<file path="src/rtl/vic_bus_pkg.sv">
// Shared types and memory map for the VIC-20 expansion-port bus master and its address decoder.
package vic_bus_pkg;

  typedef enum logic [1:0] {IDLE, SETUP, ACTIVE, HOLD} state_e;

  localparam int SEL_W    = 9;
  localparam int SEL_RAM1 = 0;
  localparam int SEL_RAM2 = 1;
  localparam int SEL_RAM3 = 2;
  localparam int SEL_BLK1 = 3;
  localparam int SEL_BLK2 = 4;
  localparam int SEL_BLK3 = 5;
  localparam int SEL_BLK5 = 6;
  localparam int SEL_IO2  = 7;
  localparam int SEL_IO3  = 8;

  typedef struct packed {
    logic [15:0] base;
    logic [15:0] limit;
  } map_range_t;

  // Indexed by the SEL_* constants; ranges are disjoint so at most one select fires.
  localparam map_range_t MEM_MAP [SEL_W] = '{
    '{16'h0400, 16'h07FF},
    '{16'h0800, 16'h0BFF},
    '{16'h0C00, 16'h0FFF},
    '{16'h2000, 16'h3FFF},
    '{16'h4000, 16'h5FFF},
    '{16'h6000, 16'h7FFF},
    '{16'hA000, 16'hBFFF},
    '{16'h9800, 16'h9BFF},
    '{16'h9C00, 16'h9FFF}
  };

  function automatic logic in_range(input logic [15:0] a, input map_range_t r);
    return (a >= r.base) && (a <= r.limit);
  endfunction

endpackage

</file>
<file path="src/rtl/vic_addr_decode.sv">
// Combinational VIC-20 memory-map decoder: CPU address to active-low select vector plus unmapped flag.
module vic_addr_decode
  import vic_bus_pkg::*;
(
  input  logic [15:0]      addr,
  output logic [SEL_W-1:0] sel_n,
  output logic             unmapped
);

  always_comb begin
    sel_n = '1;
    for (int i = 0; i < SEL_W; i++) begin
      if (in_range(addr, MEM_MAP[i])) sel_n[i] = 1'b0;
    end
    unmapped = &sel_n;
  end

endmodule

</file>
<file path="src/rtl/vic_bus_master.sv">
// Host-side VIC-20 expansion-port initiator: turns one req/ack transaction into a single
// phi2 bus cycle (SETUP with phi2 low, ACTIVE with phi2 high, one HOLD clock for write hold).
module vic_bus_master
  import vic_bus_pkg::*;
#(
  parameter int PHASE_CYCLES = 4,
  parameter int CNT_W        = 8
) (
  input  logic        clock,
  input  logic        reset,
  input  logic        req,
  input  logic        we,
  input  logic [15:0] addr,
  input  logic [7:0]  wdata,
  output logic [7:0]  rdata,
  output logic        ack,
  output logic        busy,
  output logic        unmapped,
  output logic        phi2,
  output logic        r_w,
  output logic [12:0] address,
  output logic [7:0]  data_out,
  output logic        data_oe,
  input  logic [7:0]  data_in,
  output logic        ram1,
  output logic        ram2,
  output logic        ram3,
  output logic        blk1,
  output logic        blk2,
  output logic        blk3,
  output logic        blk5,
  output logic [3:2]  io
);

  localparam logic [CNT_W-1:0] CNT_RELOAD = CNT_W'(PHASE_CYCLES - 1);

  state_e           state_q, state_d;
  logic [CNT_W-1:0] cnt_q, cnt_d;
  logic             we_q, we_d;
  logic [15:0]      addr_q, addr_d;
  logic [7:0]       wdata_q, wdata_d;
  logic             phi2_q, phi2_d;
  logic             r_w_q, r_w_d;
  logic [12:0]      address_q, address_d;
  logic [7:0]       data_out_q, data_out_d;
  logic             data_oe_q, data_oe_d;
  logic [SEL_W-1:0] sel_n_q, sel_n_d;
  logic             ack_q, ack_d;
  logic             busy_q, busy_d;
  logic [7:0]       rdata_q, rdata_d;
  logic             unmapped_q, unmapped_d;

  logic [SEL_W-1:0] dec_sel_n;
  logic             dec_unmapped;

  vic_addr_decode u_decode (
    .addr     (addr_q),
    .sel_n    (dec_sel_n),
    .unmapped (dec_unmapped)
  );

  // Bus pins are derived from the next state so every output leaves a flop.
  always_comb begin
    state_d    = state_q;
    cnt_d      = cnt_q;
    we_d       = we_q;
    addr_d     = addr_q;
    wdata_d    = wdata_q;
    r_w_d      = r_w_q;
    address_d  = address_q;
    rdata_d    = rdata_q;
    unmapped_d = unmapped_q;

    case (state_q)
      IDLE: begin
        if (req) begin
          state_d   = SETUP;
          cnt_d     = CNT_RELOAD;
          we_d      = we;
          addr_d    = addr;
          wdata_d   = wdata;
          address_d = addr[12:0];
          r_w_d     = ~we;
        end
      end
      SETUP: begin
        if (cnt_q == '0) begin
          state_d = ACTIVE;
          cnt_d   = CNT_RELOAD;
        end else begin
          cnt_d = cnt_q - CNT_W'(1);
        end
      end
      ACTIVE: begin
        if (cnt_q == '0) begin
          state_d    = HOLD;
          unmapped_d = dec_unmapped;
          if (!we_q) rdata_d = data_in;
        end else begin
          cnt_d = cnt_q - CNT_W'(1);
        end
      end
      HOLD:    state_d = IDLE;
      default: state_d = IDLE;
    endcase

    phi2_d     = (state_d == ACTIVE);
    sel_n_d    = (state_d == ACTIVE) ? dec_sel_n : '1;
    data_oe_d  = we_q && ((state_d == ACTIVE) || (state_d == HOLD));
    data_out_d = data_oe_d ? wdata_q : data_out_q;
    ack_d      = (state_d == HOLD);
    busy_d     = (state_d != IDLE);
  end

  always_ff @(posedge clock or posedge reset) begin
    if (reset) begin
      state_q    <= IDLE;
      cnt_q      <= '0;
      we_q       <= 1'b0;
      addr_q     <= '0;
      wdata_q    <= '0;
      phi2_q     <= 1'b0;
      r_w_q      <= 1'b1;
      address_q  <= '0;
      data_out_q <= '0;
      data_oe_q  <= 1'b0;
      sel_n_q    <= '1;
      ack_q      <= 1'b0;
      busy_q     <= 1'b0;
      rdata_q    <= '0;
      unmapped_q <= 1'b0;
    end else begin
      state_q    <= state_d;
      cnt_q      <= cnt_d;
      we_q       <= we_d;
      addr_q     <= addr_d;
      wdata_q    <= wdata_d;
      phi2_q     <= phi2_d;
      r_w_q      <= r_w_d;
      address_q  <= address_d;
      data_out_q <= data_out_d;
      data_oe_q  <= data_oe_d;
      sel_n_q    <= sel_n_d;
      ack_q      <= ack_d;
      busy_q     <= busy_d;
      rdata_q    <= rdata_d;
      unmapped_q <= unmapped_d;
    end
  end

  assign rdata    = rdata_q;
  assign ack      = ack_q;
  assign busy     = busy_q;
  assign unmapped = unmapped_q;
  assign phi2     = phi2_q;
  assign r_w      = r_w_q;
  assign address  = address_q;
  assign data_out = data_out_q;
  assign data_oe  = data_oe_q;
  assign ram1     = sel_n_q[SEL_RAM1];
  assign ram2     = sel_n_q[SEL_RAM2];
  assign ram3     = sel_n_q[SEL_RAM3];
  assign blk1     = sel_n_q[SEL_BLK1];
  assign blk2     = sel_n_q[SEL_BLK2];
  assign blk3     = sel_n_q[SEL_BLK3];
  assign blk5     = sel_n_q[SEL_BLK5];
  assign io[2]    = sel_n_q[SEL_IO2];
  assign io[3]    = sel_n_q[SEL_IO3];

endmodule

</file>
<file path="config.mk">
export PLATFORM = sky130hd
export DESIGN_NAME = vic_bus_master
export DESIGN_NICKNAME = d
export VERILOG_FILES = /design/src/rtl/vic_bus_pkg.sv /design/src/rtl/vic_addr_decode.sv /design/src/rtl/vic_bus_master.sv
export SDC_FILE = /design/constraint.sdc
export NUM_CORES = 1
export LEC_CHECK = 0
export CAP_MARGIN = 10
export CORE_UTILIZATION = 40
export CTS_BUF_LIST = sky130_fd_sc_hd__clkbuf_4 sky130_fd_sc_hd__clkbuf_8
export CTS_CLUSTER_SIZE = 12
export DETAILED_ROUTE_END_ITERATION = 12
export GPL_TIMING_DRIVEN = 1
export PLACE_DENSITY = 0.78
export SLEW_MARGIN = 20
export SYNTH_ARGS = -nofsm -noshare
export SYNTH_HDL_FRONTEND = slang
export SYNTH_SLANG_ARGS = --single-unit
</file>
<file path="constraint.sdc">
create_clock -name clock -period 6.9 [get_ports clock]
set_clock_uncertainty 0.2 [all_clocks]
set_input_delay 1.38 -clock clock [delete_from_list [all_inputs] [get_ports clock]]
set_output_delay 1.38 -clock clock [all_outputs]
set_load 0.005 [all_outputs]
</file>
# Word-level counts from Yosys, hierarchy flattened
# Index checks and enable logic that the tools add are counted.
# W data, S select, Z words.
[totals] inputBits=36 reg_bits=79 wordCells=81
[op_classes] mux=18 n_reduce_logical=20 n_lt_le_gt_ge=18 n_eq_ne=7 addsub=1 n_bitwise=2
[op_table] operator="$ge A16 B16 Y1 const B" n=3
[op_table] operator="$le A16 B16 Y1 const B" n=3
[op_table] operator="$ge A16 B12 Y1 const B" n=2
[op_table] operator="$ge A16 B15 Y1 const B" n=2
[op_table] operator="$le A16 B12 Y1 const B" n=2
[op_table] operator="$le A16 B15 Y1 const B" n=2
[op_table] operator="$mux W8" n=3
[op_table] operator="$pmux W8 S3" n=1
[op_table] operator="$ge A16 B11 Y1 const B" n=1
[op_table] operator="$ge A16 B14 Y1 const B" n=1
[op_table] operator="$le A16 B11 Y1 const B" n=1
[op_table] operator="$le A16 B14 Y1 const B" n=1
[op_table] operator="$logic_and A1 B1 Y1" n=10
[op_table] operator="$mux W1" n=9
[op_table] operator="$mux W9" n=1
[op_table] operator="$reduce_and A9 Y1" n=1
[op_table] operator="$eq A2 B2 Y1 const B" n=4
[op_table] operator="$logic_not A8 Y1" n=1
[op_table] operator="$pmux W2 S4" n=1
[op_table] operator="$sub A8 B1 Y8 const B" n=1
[op_table] operator="$mux W2" n=3
[op_table] operator="$reduce_and A3 Y1" n=2
[op_table] operator="$ne A2 B2 Y1 const B" n=2
[op_table] operator="$reduce_and A2 Y1" n=2
[op_table] operator="other kinds (6)" n=7

# Depth between registers and ports, before layout
# Gate-level depths: netlist of run 1.
[logic_depth] depth_word=6 mapped_depth=8 mapped_depth_nobuf=7

# Cells and area by module
# A second synthesis of run 1 with hierarchy kept.
[hier_totals] cells_unflattened=238 hier_area_um2=3062.9
[by_module_without_submodules] mod="vic_bus_master" area_each_um2=2950.3 seq_area_each_um2=1664.1 instances=1 cells_per_inst=220
[by_module_without_submodules] mod="vic_addr_decode" area_each_um2=112.6 seq_area_each_um2=0.0 instances=1 cells_per_inst=18

# Worst setup path after synthesis of run 1
# No wires, ideal clock.
[synth_path] path_kind="input-to-reg" from="in req" to="reg cnt_q[7]" path_slack_ns=4.230 t_required_ns=6.613 path_buffers=0 arrival_time_ns=2.383 path_stages=4 cell_sequence="nand2b_1 > o211ai_2 > or4b_2 > a22oi_1"
[synth_between] elab_chain_len=2
[synth_rtl] item="from (decl)" line_no="vic_bus_master.sv:11" text="input logic req,"
[synth_rtl] item="$ne A2 B2 Y1 (no line)"
[synth_rtl] item="$reduce_and A3 Y1 (no line)"
[synth_rtl] item="to (signal assigned)" line_no="vic_bus_master.sv:134" text="cnt_q <= cnt_d;"
[synth_rtl] item="to (decl)" line_no="vic_bus_master.sv:38" text="logic [CNT_W-1:0] cnt_q, cnt_d;"
# No other way between the ends.
# A chain may end at the register's enable or synchronous reset.

# Final worst setup path of run 1
# Same ends and word-level chain as after synthesis.

==> impl_metrics.json, run 1 <==
{
  "vias_per_cell": 4.960,
  "static-leakage-power_uw": 0.001683,
  "worst_skew_pair.late_latency_ns": 0.33,
  "post_route_cells_drive_above_1_share": 0.2689,
  "grt_first_pass_wirelength_um": 9328,
  "result_of_the_run": "finished clean",
  "rrSetupSlack_ns": 4.33,
  "holdBufCountCts": 0,
  "worst_hold_launch": "unmapped",
  "die-width_um": 88.45,
  "ioPinCount": 80,
  "hold_viol_final": 0,
  "grt_setup_unrepaired": "false",
  "dr_total_vias": 2004,
  "finalSetupViolCount": 0,
  "start_util": 0.4121,
  "floorplan.die_area_um2": 7823,
  "critical_path.startpoint_type": "input pin",
  "placement_rows": 31,
  "cts.root.buffer_cell": "clkbuf_8",
  "crit-reg2reg-capture": "rdata[4]",
  "max_transition_viols_final": 0,
  "chipHeight_um": 88.45,
  "synthesis.area_um2": 2989,
  "synth_seq_area_share": 0.5567,
  "drt_first_pass_iters": 4,
  "cap_violations": 0,
  "port_buffers": 79,
  "cts-resized-gates": 0,
  "finish.net_count": 343,
  "fin_area_um2": 3998,
  "final_worst_hold_slack_ns": 0.3008,
  "crit_required_ns": 6.95,
  "antennaDiodeCount": 0,
  "gr-usage-all-layers": 0.1582,
  "commonest_register_cell_after_synthesis": "dfrtp_1",
  "tritoncts_clock_tree": "built",
  "timing.hold.worst_endpoint": "unmapped",
  "post_route_clock_period_utilization": 0.4601,
  "fraction_of_synthesized_cell_area_taken_by_the_top_area_cell_type": 0.4688,
  "clock-sinks": 66,
  "design.core.area_um2": 7253,
  "tightestPinTransition_ns": 1.068,
  "min_path_type": "register to register",
  "instance_count_of_the_mapped_netlist": 229,
  "most_common_cell_after_layout_fill_and_taps_aside": "clkdlybuf4s50_1",
  "clock_tree.buffer_depth": 2,
  "synth_edf_count": 0,
  "synth_warnings": 0,
  "grt_antenna_before_repair": 0,
  "grt_start_max_net_pins": 67,
  "worstSetupPathType": "input pin to register",
  "place.detailed.hpwl_um": 3882,
  "grt_overflow_total": 0,
  "place_area_um2": 3772,
  "tmin_final_ns": 3.174,
  "synthDominantAreaCellType": "dfrtp_1",
  "area_growth_syn_to_layout_pct": 33.74,
  "crit_path_end_kind": "register",
  "worst_case_reg_to_reg_path_depth": 6,
  "ys_seq_elements": 66,
  "postLayoutCoreUtil": 0.5511,
  "vdd_ir_drop_max_mv": 0.1847,
  "syn_area_per_cell_um2": 13.05,
  "wire_per_inst_um": 13.61,
  "synth_cell_type_count": 46,
  "post-cts-setup-buffers": 0,
  "max-slew-margin-rel": 0.2866,
  "tritoncts.num_buffers": 9,
  "ctsHtreeMaxLevel": 3,
  "totalWireLength_um": 5499,
  "gp_routability_congestion": 0.7985,
  "drcViolationCount": 0,
  "async_flop_share": 1.000,
  "timing.critical_path.fanout_max": 13,
  "launching_point_of_the_worst_reg2reg_path": "state_q[0]",
  "clk_pin_slew_ns": 0.07,
  "route.antenna.remaining_nets": 0,
  "synthesis.nets": 272,
  "yosys-top-cells-area": "dfrtp_1 (47%), mux2_2 (15%), dfstp_2 (8.8%)",
  "hold-path-cell-count": 2,
  "starting_drt_drc_count": 137,
  "fmax_mhz": 315.0,
  "layout.cells.most_common_list": "clkdlybuf4s50_1 (79), dfrtp_1 (56), mux2_2 (41), nand2_1 (10), dfstp_2 (10)",
  "cp_data_arrival_time_ns": 3.22,
  "p_per_area_nw_per_um2": 404.1,
  "first_global_vias": 1976,
  "fin_tns_setup_ns": 0
}
## critical path, cell delays in order
cell and delay [ns]:
clkdlybuf4s50_1 0.56, nand2b_1 0.18, o211ai_2 0.23, or4b_2 0.69, a22oi_1 0.18
## kinds of logic (layout without fill, tap and decap cells)
group           Yosys count  in the layout  synth area share
fa+ha+maj                 7              7           0.02930
simple gates             55             55            0.1130
flops                    66             66            0.5567
mux                      41             41            0.1545
buf+inv                  30            106           0.06027
compound gates           30             30           0.08623
## synth_stat cells (all sizes together) (2+ instances only)
cell and n:
a21oi 3, a2bb2oi 2, nand4 4, dfstp 10, o21ai 5, clkbuf 3, nand3 5, or3 4
buf 18, nand4b 2, nor3 3, ha 7, dfrtp 56, o41ai 2, nor2 9, a31oi 2
inv 9, and3 2, a22oi 6, o22ai 2, nor4 2, or2 2, nor2b 3, and2 2
mux2 41, nand2 10
## per-layer routing
| layer | up-vias | GRT usage | part of all wire |
|---|---|---|---|
| met5 | - | 0 | 0 |
| met4 | 0 | 0.06598 | 0.0087 |
| met3 | 4 | 0.04944 | 0.069 |
| met2 | 56 | 0.2573 | 0.49 |
| met1 | 993 | 0.1958 | 0.43 |
| li1 | 951 | - | - |
## where the power goes
| part | internal (uW) | switching [uW] |
|---|---|---|
| registers | 526 | 109 |
| logic | 357 | 261 |
| clock network | 207 | 155 |
## stage by stage
stage,setup slack (ns),instances,power [uW]
finish,3.726,404,1615
global route,3.597,404,1731
CTS,3.744,404,1633
detailed placement,3.388,388,1263
global placement,3.438,388,1242
floorplan,3.682,229,1075
## worst max path at each step
| stage | start | end | cells after the start |
|---|---|---|---|
| CTS | req | cnt_q[7] | 5 |
| floorplan | reset | ack | 1 |
| detailed placement | req | cnt_q[7] | 5 |
| global placement | req | addr_q[1] | 3 |
| global route | req | cnt_q[7] | 5 |
| finish | req | cnt_q[7] | 5 |
## state kept, by name (all words and copies together) (netlist names), 2 cells and up
signal,count
addr_q,16
cnt_q,8
state_q,2
rdata,8
wdata_q,8
sel_n_q,9
data_out,8
## final cells by class
cell class	instances	area [um2]
Tap cell	99	123.9
Sequential cell	66	1664
Inverter	9	33.78
Timing Repair Buffer	81	805.8
Clock inverter	7	101.3
Fill cell	645	3256
Clock buffer	9	123.9
Multi-Input combinational cell	133	1145
No activity file was read; power rests on OpenSTA's default activity.
==> run 2: changes to the inputs <==
==> constraint.sdc (replaced) <==
create_clock -name clock -period 3.05 [get_ports clock]
set_clock_uncertainty 0.2 [all_clocks]
set_input_delay 0.61 -clock clock [delete_from_list [all_inputs] [get_ports clock]]
set_output_delay 0.61 -clock clock [all_outputs]
set_load 0.005 [all_outputs]
==> impl_metrics.json, run 2 (synthesized netlist as in run 1, its figures left out) <==
{
  "worstPathCellList": "inv_1, ha_1, or4bb_1, or2_4, nor2_8, mux2_2",
  "critical_path.startpoint_type": "register",
  "ioPinCount": 80,
  "area_growth_syn_to_layout_pct": 33.82,
  "post_route_cells_drive_above_1_share": 0.2736,
  "port_buffers": 79,
  "hold_viol_final": 0,
  "critical_path.top_delay_family": "simple AND/OR/NAND/NOR gates",
  "layout.cells.most_common_list": "clkdlybuf4s50_1 (79), dfrtp_1 (56), mux2_2 (41)",
  "critical_path.max_stage_delay_ns": 0.57,
  "crit_path_end_kind": "register",
  "totalWireLength_um": 5625,
  "max_transition_viols_final": 0,
  "tritoncts_clock_tree": "built",
  "clock-sinks": 66,
  "grt_antenna_before_repair": 0,
  "result_of_the_run": "finished clean",
  "fill_cells": 623,
  "holdBufCountCts": 0,
  "cts-resized-gates": 0,
  "worst_skew_pair.late_latency_ns": 0.33,
  "crit_required_ns": 3.07,
  "largestRegisters": "addr_q x16, sel_n_q x9",
  "die-width_um": 88.45,
  "starting_drt_drc_count": 100,
  "static-leakage-power_uw": 0.001693,
  "tightestPinTransition_ns": 0.5758,
  "grt_start_max_net_pins": 31,
  "timing.critical_path.fanout_max": 8,
  "fmax_mhz": 386.8,
  "worstSetupPathType": "register to register",
  "finish.net_count": 345,
  "largest_register_ff_count": 16,
  "grt_setup_unrepaired": "false",
  "chipHeight_um": 88.45,
  "route.antenna.remaining_nets": 0,
  "placement_rows": 31,
  "finalSetupViolCount": 0,
  "ctsHtreeMaxLevel": 3,
  "tmin_final_ns": 2.585,
  "fin_tns_setup_ns": 0,
  "most_common_cell_after_layout_fill_and_taps_aside": "clkdlybuf4s50_1",
  "p_per_area_nw_per_um2": 895.6,
  "cp.buffers_inverters": 1,
  "clock_tree.buffer_depth": 2,
  "cap_violations": 0,
  "antennaDiodeCount": 0,
  "largest_reg_by_ff_count": "addr_q",
  "floorplan.die_area_um2": 7823,
  "gp_routability_congestion": 0.7921,
  "post-cts-setup-buffers": 0,
  "wire_per_inst_um": 13.85,
  "vias_per_cell": 4.958,
  "cts.root.buffer_cell": "clkbuf_8",
  "min_path_type": "register to register",
  "gr-usage-all-layers": 0.1595,
  "grt_overflow_total": 0,
  "post_route_clock_period_utilization": 0.8477,
  "finalPower_uw": 3582,
  "first_global_vias": 2024,
  "cp_data_arrival_time_ns": 2.60,
  "grt_first_pass_wirelength_um": 9425,
  "cpMaxStageDelayCell": "or4bb_1",
  "vdd_ir_drop_max_mv": 0.4470,
  "dr_total_vias": 2013,
  "design.core.area_um2": 7253,
  "max-slew-margin-rel": 0.6161,
  "drt_first_pass_iters": 4,
  "drcViolationCount": 0,
  "place.detailed.hpwl_um": 4029,
  "start_util": 0.4121,
  "clk_pin_slew_ns": 0.07,
  "tritoncts.num_buffers": 9
}
-- run 2: cell count changes in the layout (fill, tap and decap cells not counted), sizes merged --
cell / previous run / this run
buf: 2 / 4
inv: 11 / 9
bufinv: 2 / 1
clkbuf: 9 / 13
clkinvlp: 1 / 0
-- run 2: path summary, 6_finish.rpt --
check / from / endpoint / slack (ns) / cells after the start
max: state_q[0] / rdata[3] / 0.46 / 6
min: unmapped / unmapped / 0.29 / 2
max reg2reg: state_q[0] / rdata[3] / 0.46 / 6
min reg2reg: unmapped / unmapped / 0.29 / 2
max in group asynchronous: reset / sel_n_q[5] / 1.62 / 3
min in group asynchronous: reset / addr_q[0] / 0.37 / 2
-- run 2: metrics by stage --
step | setup slack [ns] | instance area [um2] | cells | hold WS [ns] | util
2_1_floorplan | 0.6017 | 2989 | 229 | 0.2716 | -
3_3_place_gp | 0.3860 | 3800 | 390 | 0.2719 | 0.5239
3_5_place_dp | 0.3110 | 3800 | 390 | 0.2761 | 0.5239
4_1_cts | 0.4514 | 4000 | 406 | 0.2911 | 0.5515
5_1_grt | 0.3477 | 4000 | 406 | 0.3163 | 0.5515
6_report | 0.4646 | 4000 | 406 | 0.2880 | 0.5515
-- run 2: worst reg2reg max path, delay by kind of cell (launching register included) --
| kind | cells | cell delay, ns |
|---|---|---|
| adder cells (fa/ha/maj) | 1 | 0.31 |
| flip-flops | 1 | 0.40 |
| AND/OR/NAND/NOR | 3 | 1.02 |
| buffers and inverters | 1 | 0.18 |
| multiplexers | 1 | 0.36 |
-- run 2: power by group --
part / total (uW) / switching (uW) / internal (uW)
logic: 1420 / 611 / 812
clock network: 732 / 307 / 425
registers: 1430 / 237 / 1190
-- run 2: cell type report --
class,count,area [um2],area share
clock buffer,13,160.2,0.04004
clock inverter,3,40.04,0.01001
inverter,9,33.78,0.008445
multi-input combinational,133,1145,0.2862
sequential,66,1664,0.4160
tap,99,123.9,0.03097
timing repair buffer,83,833.3,0.2083
-- run 2: per-layer routing --
layer	track usage	vias to the layer above	part of all wire
met5	0	-	0
met4	0.03959	0	0.010
met3	0.06623	7	0.067
met2	0.2692	57	0.51
met1	0.1893	994	0.41
li1	-	955	-
==> run 3: changes to the inputs <==
--- a/config.mk
+++ b/config.mk
@@ -11,7 +11,7 @@
 export CTS_CLUSTER_SIZE = 12
 export DETAILED_ROUTE_END_ITERATION = 12
 export GPL_TIMING_DRIVEN = 1
-export PLACE_DENSITY = 0.78
+export PLACE_DENSITY = 0.81
 export SLEW_MARGIN = 20
 export SYNTH_ARGS = -nofsm -noshare
 export SYNTH_HDL_FRONTEND = slang
==> constraint.sdc (replaced) <==
create_clock -name clock -period 2.32 [get_ports clock]
set_clock_uncertainty 0.2 [all_clocks]
set_input_delay 0.464 -clock clock [delete_from_list [all_inputs] [get_ports clock]]
set_output_delay 0.464 -clock clock [all_outputs]
set_load 0.005 [all_outputs]
==> impl_metrics.json, run 3 (synthesized netlist as in run 1, its figures left out) <==
{
  "cts.root.buffer_cell": "clkbuf_8",
  "ioPinCount": 80,
  "result_of_the_run": "finished, violations left",
  "vias_per_cell": 4.974,
  "largestRegisters": "addr_q x16, sel_n_q x9",
  "floorplan.die_area_um2": 7823,
  "area_growth_syn_to_layout_pct": 41.27,
  "cp.buffers_inverters": 1,
  "first_global_vias": 2028,
  "design.core.area_um2": 7253,
  "worstSetupPathType": "register to register",
  "die-width_um": 88.45,
  "worst_skew_pair.late_latency_ns": 0.34,
  "grt_first_pass_wirelength_um": 9128,
  "multi_input_comb_area_um2": 1187,
  "clock-sinks": 66,
  "cap_violations": 0,
  "finalSetupViolCount": 1,
  "post_route_clock_period_utilization": 1.002,
  "clk_pin_slew_ns": 0.08,
  "drt_first_pass_iters": 4,
  "area.sequential_um2": 1664,
  "grt_antenna_before_repair": 0,
  "largest_reg_by_ff_count": "addr_q",
  "gp_routability_congestion": 0.8093,
  "wire_per_inst_um": 14.15,
  "largest_register_ff_count": 16,
  "max_transition_viols_final": 0,
  "cp_data_arrival_time_ns": 2.35,
  "grt_start_max_net_pins": 67,
  "most_common_cell_after_layout_fill_and_taps_aside": "clkdlybuf4s50_1",
  "worstPathCellList": "inv_2, ha_4, or4bb_4, or2_4, nor2_8, mux2_2",
  "place.detailed.hpwl_um": 4209,
  "port_buffers": 79,
  "post_route_cells_drive_above_1_share": 0.3394,
  "final_critical_path_setup_slack_ns": -0.004727,
  "tightestPinTransition_ns": 0.4256,
  "antennaDiodeCount": 0,
  "cpMaxStageDelayCell": "or4bb_4",
  "tritoncts.num_buffers": 9,
  "rrSetupSlack_ns": -0.005,
  "clock_tree.buffer_depth": 2,
  "failing_checks": "setup timing",
  "grt_setup_unrepaired": "true",
  "critical_path.top_delay_family": "simple AND/OR/NAND/NOR gates",
  "critical_path.max_stage_delay_ns": 0.52,
  "start_util": 0.4121,
  "critical_path.startpoint_type": "register",
  "finish.net_count": 365,
  "dr_total_vias": 2119,
  "static-leakage-power_uw": 0.001800,
  "grt_overflow_total": 0,
  "vdd_ir_drop_max_mv": 0.5765,
  "layout.cells.most_common_list": "clkdlybuf4s50_1 (79), dfrtp_1 (56), mux2_2 (39), buf_4 (20)",
  "drcViolationCount": 0,
  "gr-usage-all-layers": 0.1573,
  "tritoncts_clock_tree": "built",
  "totalWireLength_um": 6030,
  "crit_path_end_kind": "register",
  "fmax_mhz": 430.2,
  "tmin_final_ns": 2.325,
  "crit_required_ns": 2.34,
  "starting_drt_drc_count": 118,
  "final_worst_hold_slack_ns": 0.2771,
  "p_per_area_nw_per_um2": 1214,
  "hold_viol_final": 0,
  "max-slew-margin-rel": 0.7136,
  "fill_cells": 605,
  "min_path_type": "register to register",
  "route.antenna.remaining_nets": 0,
  "finalPower_uw": 5127,
  "ctsHtreeMaxLevel": 3,
  "chipHeight_um": 88.45,
  "placement_rows": 31,
  "timing.critical_path.fanout_max": 8
}
[run 3: cell count changes in the layout (fill, tap and decap cells not counted), moves of 2 or more]
cell | before | now
clkbuf_4 | 3 | 0
mux2_2 | 41 | 39
ha_4 | 0 | 2
ha_1 | 7 | 5
inv_1 | 8 | 5
inv_2 | 1 | 4
buf_12 | 1 | 3
clkinv_4 | 0 | 2
buf_4 | 3 | 20
mux2_4 | 0 | 2
[run 3: report_power, final]
part	total (uW)	switching (uW)	internal (uW)
Sequential	1880	315	1560
Clock	979	472	507
Combinational	2270	921	1350
Total	5130	1710	3420
[run 3: cell type report]
class,count,share of cell area
clock inverters,7,0.01837
flip-flops and latches,66,0.3941
multi-input cells,133,0.2812
repair buffers,103,0.2397
well taps,99,0.02933
inverters,9,0.008000
clock buffers,9,0.02933
[run 3: metrics by stage]
stage / instances / util / cell area (um2) / worst slack, ns / TNS [ns]
2_1_floorplan: 229 / - / 3002 / 0.01774 / 0
3_3_place_gp: 404 / 0.5436 / 3943 / 0.01901 / 0
3_5_place_dp: 404 / 0.5436 / 3943 / -0.03834 / -0.03834
4_1_cts: 420 / 0.5713 / 4144 / 0.01993 / 0
5_1_grt: 426 / 0.5822 / 4223 / -0.05636 / -0.5580
6_report: 426 / 0.5822 / 4223 / -0.004727 / -0.004727
[run 3: path summary, 6_finish.rpt]
kind                       startpoint  depth (start not counted)    endpoint
max                          cnt_q[1]                          6    rdata[0]
min                          unmapped                          2    unmapped
max reg2reg                  cnt_q[1]                          6    rdata[0]
min reg2reg                  unmapped                          2    unmapped
max in group asynchronous       reset                          3  sel_n_q[6]
min in group asynchronous       reset                          3   addr_q[2]
[run 3: worst register-to-register path: stages, from the launching register on]
cell and delay, ns:
dfrtp_1 0.41, inv_2 0.10, ha_4 0.15, or4bb_4 0.52, or2_4 0.29, nor2_8 0.19
mux2_2 0.36
[run 3: per-layer routing]
layer / track usage / routed length (um)
met1: 0.1717 / 2393
met2: 0.2678 / 3070
met3: 0.04664 / 394
met4: 0.09971 / 171
met5: 0 / 0
[run 3: repair_timing]
action | 4_1_cts | 5_1_grt
gates resized for setup | 0 | 10
buffers inserted | 0 | 6
setup endpoints to repair | 0 | 30
hold buffers | 0 | 0
==> patch 1: new RTL, settings of run 3 <==
Re-encode `state_e` (4 states) as one-hot, 4 bits wide.
--- a/src/rtl/vic_bus_pkg.sv
+++ b/src/rtl/vic_bus_pkg.sv
@@ -2,5 +2,5 @@
 package vic_bus_pkg;
 
-  typedef enum logic [1:0] {IDLE, SETUP, ACTIVE, HOLD} state_e;
+  typedef enum logic [3:0] {IDLE = 4'b0001, SETUP = 4'b0010, ACTIVE = 4'b0100, HOLD = 4'b1000} state_e;
 
   localparam int SEL_W    = 9;
Formal check against the unedited RTL: same outputs for any inputs over 10 cycles, from zero or initial values and one cycle with reset high; not proved beyond that.
==> patch 1 against run 3 <==
  * Sequential share of layout area is 2.7 points higher
  * Sequential cell count is 2 higher
  * Final area is 3.6% lower
  * Routed wire length is 5.7% lower
  * Core utilization is 0.73 points higher
  * Setup slack better by 0.10 ns
  * Area after synthesis is 2.3% lower
  * Critical endpoint is now cnt_q[6]
  * Largest cell class unchanged
Power is not compared: it rests on default switching activity, and its combinational part moved more than twofold at a synthesized area within 25%.
==> patch 1: results (changes against run 3) <==
outcome completed (was finished, violations left); crit-path max FO 4 (was 8); fillers 599 (was 605); Synth top cells by count 57 x dfrtp_1, 37 x mux2_2, 17 x nand2_1, 13 x buf_4, 11 x dfstp_2 (was 56 x dfrtp_1, 41 x mux2_2, 13 x buf_4, 10 x dfstp_2, 10 x nand2_1); multiplexer share of the synthesized area 14.6% (was 15.4%); Slowest cell on crit path or4_4 (was or4bb_4); Via density 4.94 (was 4.97); GRT met2 Usage 25.7% (was 26.8%); initial antenna violation count 0 (unchanged); Synth Instances 226 (was 229); clock power share 27.4%; crit-path leading delay family simple AND/OR/NAND/NOR gates (unchanged); top post-synthesis cells by area dfrtp_1 49%, mux2_2 14%, dfstp_2 9.9%, buf_4 3.3%, nand2_1 2.2% (was dfrtp_1 47%, mux2_2 15%, dfstp_2 8.8%, buf_4 3.3%, ha_1 2.9%); Pwr per Cell Area 961 mW/mm²; Max-Cap Viols 0 (unchanged); layout cell share with drive strength beyond 1 29.7% (was 33.9%); GR Util met1 20.3% (was 17.2%); DRT met1 WL 2530 µm (was 2390 µm); GP Congestion 0.779 (was 0.809); Post-DP Area 0.00381 mm² (was 0.00394 mm²); vias in the first global route 1933 (was 2028); Ant. Diodes 0 (unchanged); Placed Cells 392 (was 404); met2 routed WL 2760 µm (was 3070 µm); Reg clk slew, reported paths 0.07 ns; Clock Latency Late Sink 0.33 ns; initial drt markers 74 (was 118); fin crit share 95.7% (was 100%); Cell variety after synth 43 (was 46); fin nets 345 (was 365); Crit. End Element register (unchanged); total power 3.91 mW; first-pass GRT wire length 9210 µm (was 9130 µm); worst reg2reg setup slack 0.10 ns (was -0.005 ns); Crit. Startpoint cnt_q[0] (was cnt_q[1]); hpwl dp 4050 µm (was 4210 µm); largest net degree at the start of global routing 61 (was 67); critical path arrival 2.29 ns (was 2.35 ns); CTS Buf Count 9 (unchanged); All-Layer GR Usage 16.3% (was 15.7%); post-synthesis sequential area ratio 58.7% (was 55.7%); Top Registers addr_q: 16 flops, sel_n_q: 9 flops (unchanged); area fraction in compound gates after synthesis 7.03% (was 8.62%); reg2reg end cnt_q[6] (was rdata[0]); syn_nets 263 (was 272); Hold WC Path Type input pin to asynchronous set/reset pin (was register to register); Worst slew margin 61.9% (was 71.4%); via count 2020 (was 2119); Post-Synth Adder-Cell Area 0.428% (was 2.93%); CP max stage delay 0.42 ns (was 0.52 ns); M3 GR Usage 6.64% (was 4.66%); FFs w/ async S/R, synth 100% (unchanged); Post-Route WL 5690 µm (was 6030 µm); routed wl met3 346 µm (was 394 µm); Yosys warnings 0 (unchanged); dpl ws -0.120 ns (was -0.0383 ns); Post-Synth XOR/XNOR Area 0% (unchanged)
patch 1: worst min-delay path by stage:
stage | slack [ns] | from | end
final | 0.21 | reset | rdata[5]
after global routing | 0.22 | reset | rdata[3]
after CTS | 0.20 | reset | rdata[5]
after detailed placement | 0.26 | wdata_q[2] | wdata_q[2]
after global placement | 0.25 | wdata_q[3] | wdata_q[3]
after floorplan | 0.24 | wdata_q[2] | wdata_q[2]
patch 1: timing repair:
action | 4_1_cts | 5_1_grt
hold buffers | 0 | 0
endpoints found under the setup margin | 0 | 9
buffers inserted | 0 | 1
gates resized for setup | 0 | 6
patch 1: final cells by class:
| cell class | count | area share, % |
|---|---|---|
| multi-input cells | 126 | 25.8 |
| inverters | 10 | 1.01 |
| well taps | 96 | 2.95 |
| clock buffers | 10 | 3.38 |
| flip-flops and latches | 68 | 42.1 |
| clock inverters | 6 | 2.15 |
| repair buffers | 93 | 22.6 |
==> patch 2: new RTL, config.mk and constraints of run 3 <==
Without the edit above. Change the parameter `CNT_W` from 8 to 9.
--- a/src/rtl/vic_bus_master.sv
+++ b/src/rtl/vic_bus_master.sv
@@ -5,5 +5,5 @@
 #(
   parameter int PHASE_CYCLES = 4,
-  parameter int CNT_W        = 8
+  parameter int CNT_W        = 9
 ) (
   input  logic        clock,
Check against the original RTL: same outputs for any inputs over 10 cycles, from zero or initial values and one cycle with reset high; that may be too few to reach the edited logic, so the function may still have changed.
==> patch 2 against run 3 <==
  * Sequential power grew 6%
  * Sequential cell count grew 1
  * First-iteration DRC count shrank 33%
  * Total power grew 7.9%
  * Non-clock buffer count shrank 8
  * Routed wire length grew 1.6%
  * Clock power grew 8%
  * Critical path depth is the same
  * Global-route usage grew 0.48 points
  * Final area grew 0.15%
  * Area after synthesis grew 3.1%
  * Final cell count grew 1.9%
  * Synthesized cell count grew 6.6%
  * Setup slack gained 0.11 ns
  * Critical path type unchanged
  * Highest routed layer unchanged
==> patch 2: results (changes against run 3) <==
outcome completed (was finished, violations left); hpwl dp 4530 µm (was 4210 µm); Cell variety after synth 52 (was 46); ClkCell Share 5.21% (was 4.77%); P_comb 2.46 mW (was 2.27 mW); critical path arrival 2.27 ns (was 2.35 ns); Post-Route WL 6120 µm (was 6030 µm); Non-clock inverters 11 (was 9); routed wl met3 527 µm (was 394 µm); Seq. cell area 0.00169 mm² (was 0.00166 mm²); reg2reg end cnt_q[4] (was rdata[0]); syn_nets 287 (was 272); largest net degree at the start of global routing 57 (was 67); M3 GR Usage 7.28% (was 4.66%); multi-input combinational area share 28.7% (was 28.1%); DRT met1 WL 2670 µm (was 2390 µm); GRT met2 Usage 25.5% (was 26.8%); fillers 574 (was 605); sequential power share 36.3% (was 36.6%); worst reg2reg setup slack 0.10 ns (was -0.005 ns); clock buffers 10 (was 9); Hold WC Path Type input pin to asynchronous set/reset pin (was register to register); post-synthesis sequential area ratio 54.8% (was 55.7%); initial drt markers 79 (was 118); Sw Ratio 33.9% (was 33.3%); total power 5.53 mW (was 5.13 mW); top post-synthesis cells by area dfrtp_1 46%, mux2_2 9.1%, dfstp_2 8.5%, mux2_1 5.8%, buf_4 3.4% (was dfrtp_1 47%, mux2_2 15%, dfstp_2 8.8%, buf_4 3.3%, ha_1 2.9%); via count 2162 (was 2119); post-synthesis area per instance 12.6 µm² (was 13.1 µm²); Multi-In Gates 146 (was 133); signal buffers share of area 22.1% (was 24.0%); dpl ws 0.0899 ns (was -0.0383 ns); crit-path max FO 5 (was 8); hold slack 0.236 ns (was 0.277 ns); Non-clock buffers 95 (was 103); first-pass GRT wire length 10400 µm (was 9130 µm); routed len/inst 14.1 µm (was 14.2 µm); GR Util met1 19.8% (was 17.2%); GP Congestion 0.841 (was 0.809); All-Layer GR Usage 16.2% (was 15.7%); met2 routed WL 2880 µm (was 3070 µm); Worst-Margin Slew 0.426 ns (about the same); Synth top cells by count 57 x dfrtp_1, 25 x mux2_2, 16 x mux2_1, 14 x buf_4, 10 x dfstp_2 (was 56 x dfrtp_1, 41 x mux2_2, 13 x buf_4, 10 x dfstp_2, 10 x nand2_1); Post-DP Area 0.00401 mm² (was 0.00394 mm²); Placed Cells 418 (was 404); fin nets 373 (was 365); sequential cell count 67 (was 66); post-layout instance area 0.00423 mm² (was 0.00422 mm²); layout cell share with drive strength beyond 1 23.6% (was 33.9%)
-- patch 2: critical path, cell delays in order (launching register included) --
cell     delay [ns]
dfrtp_1        0.38
inv_1          0.06
ha_1           0.19
or3b_1         0.45
buf_4          0.19
or4_1          0.49
a22oi_1        0.17
-- patch 2: cell families (layout without fill, tap and decap cells) --
group / Yosys count / after routing / synth area share (%)
AOI/OAI and AO/OA: 34 / 34 / 8.49
and+or+nand+nor: 64 / 64 / 13.1
buffers and inverters: 31 / 122 / 5.76
DFF: 67 / 67 / 54.8
muxes: 41 / 41 / 15.0
adders and majority gates: 7 / 7 / 2.84
-- patch 2: worst max-delay path by stage --
stage	from	to
finish	cnt_q[0]	cnt_q[4]
global route	cnt_q[0]	cnt_q[4]
CTS	cnt_q[0]	phi2
detailed placement	req	cnt_q[4]
global placement	req	cnt_q[4]
floorplan	cnt_q[0]	cnt_q[6]
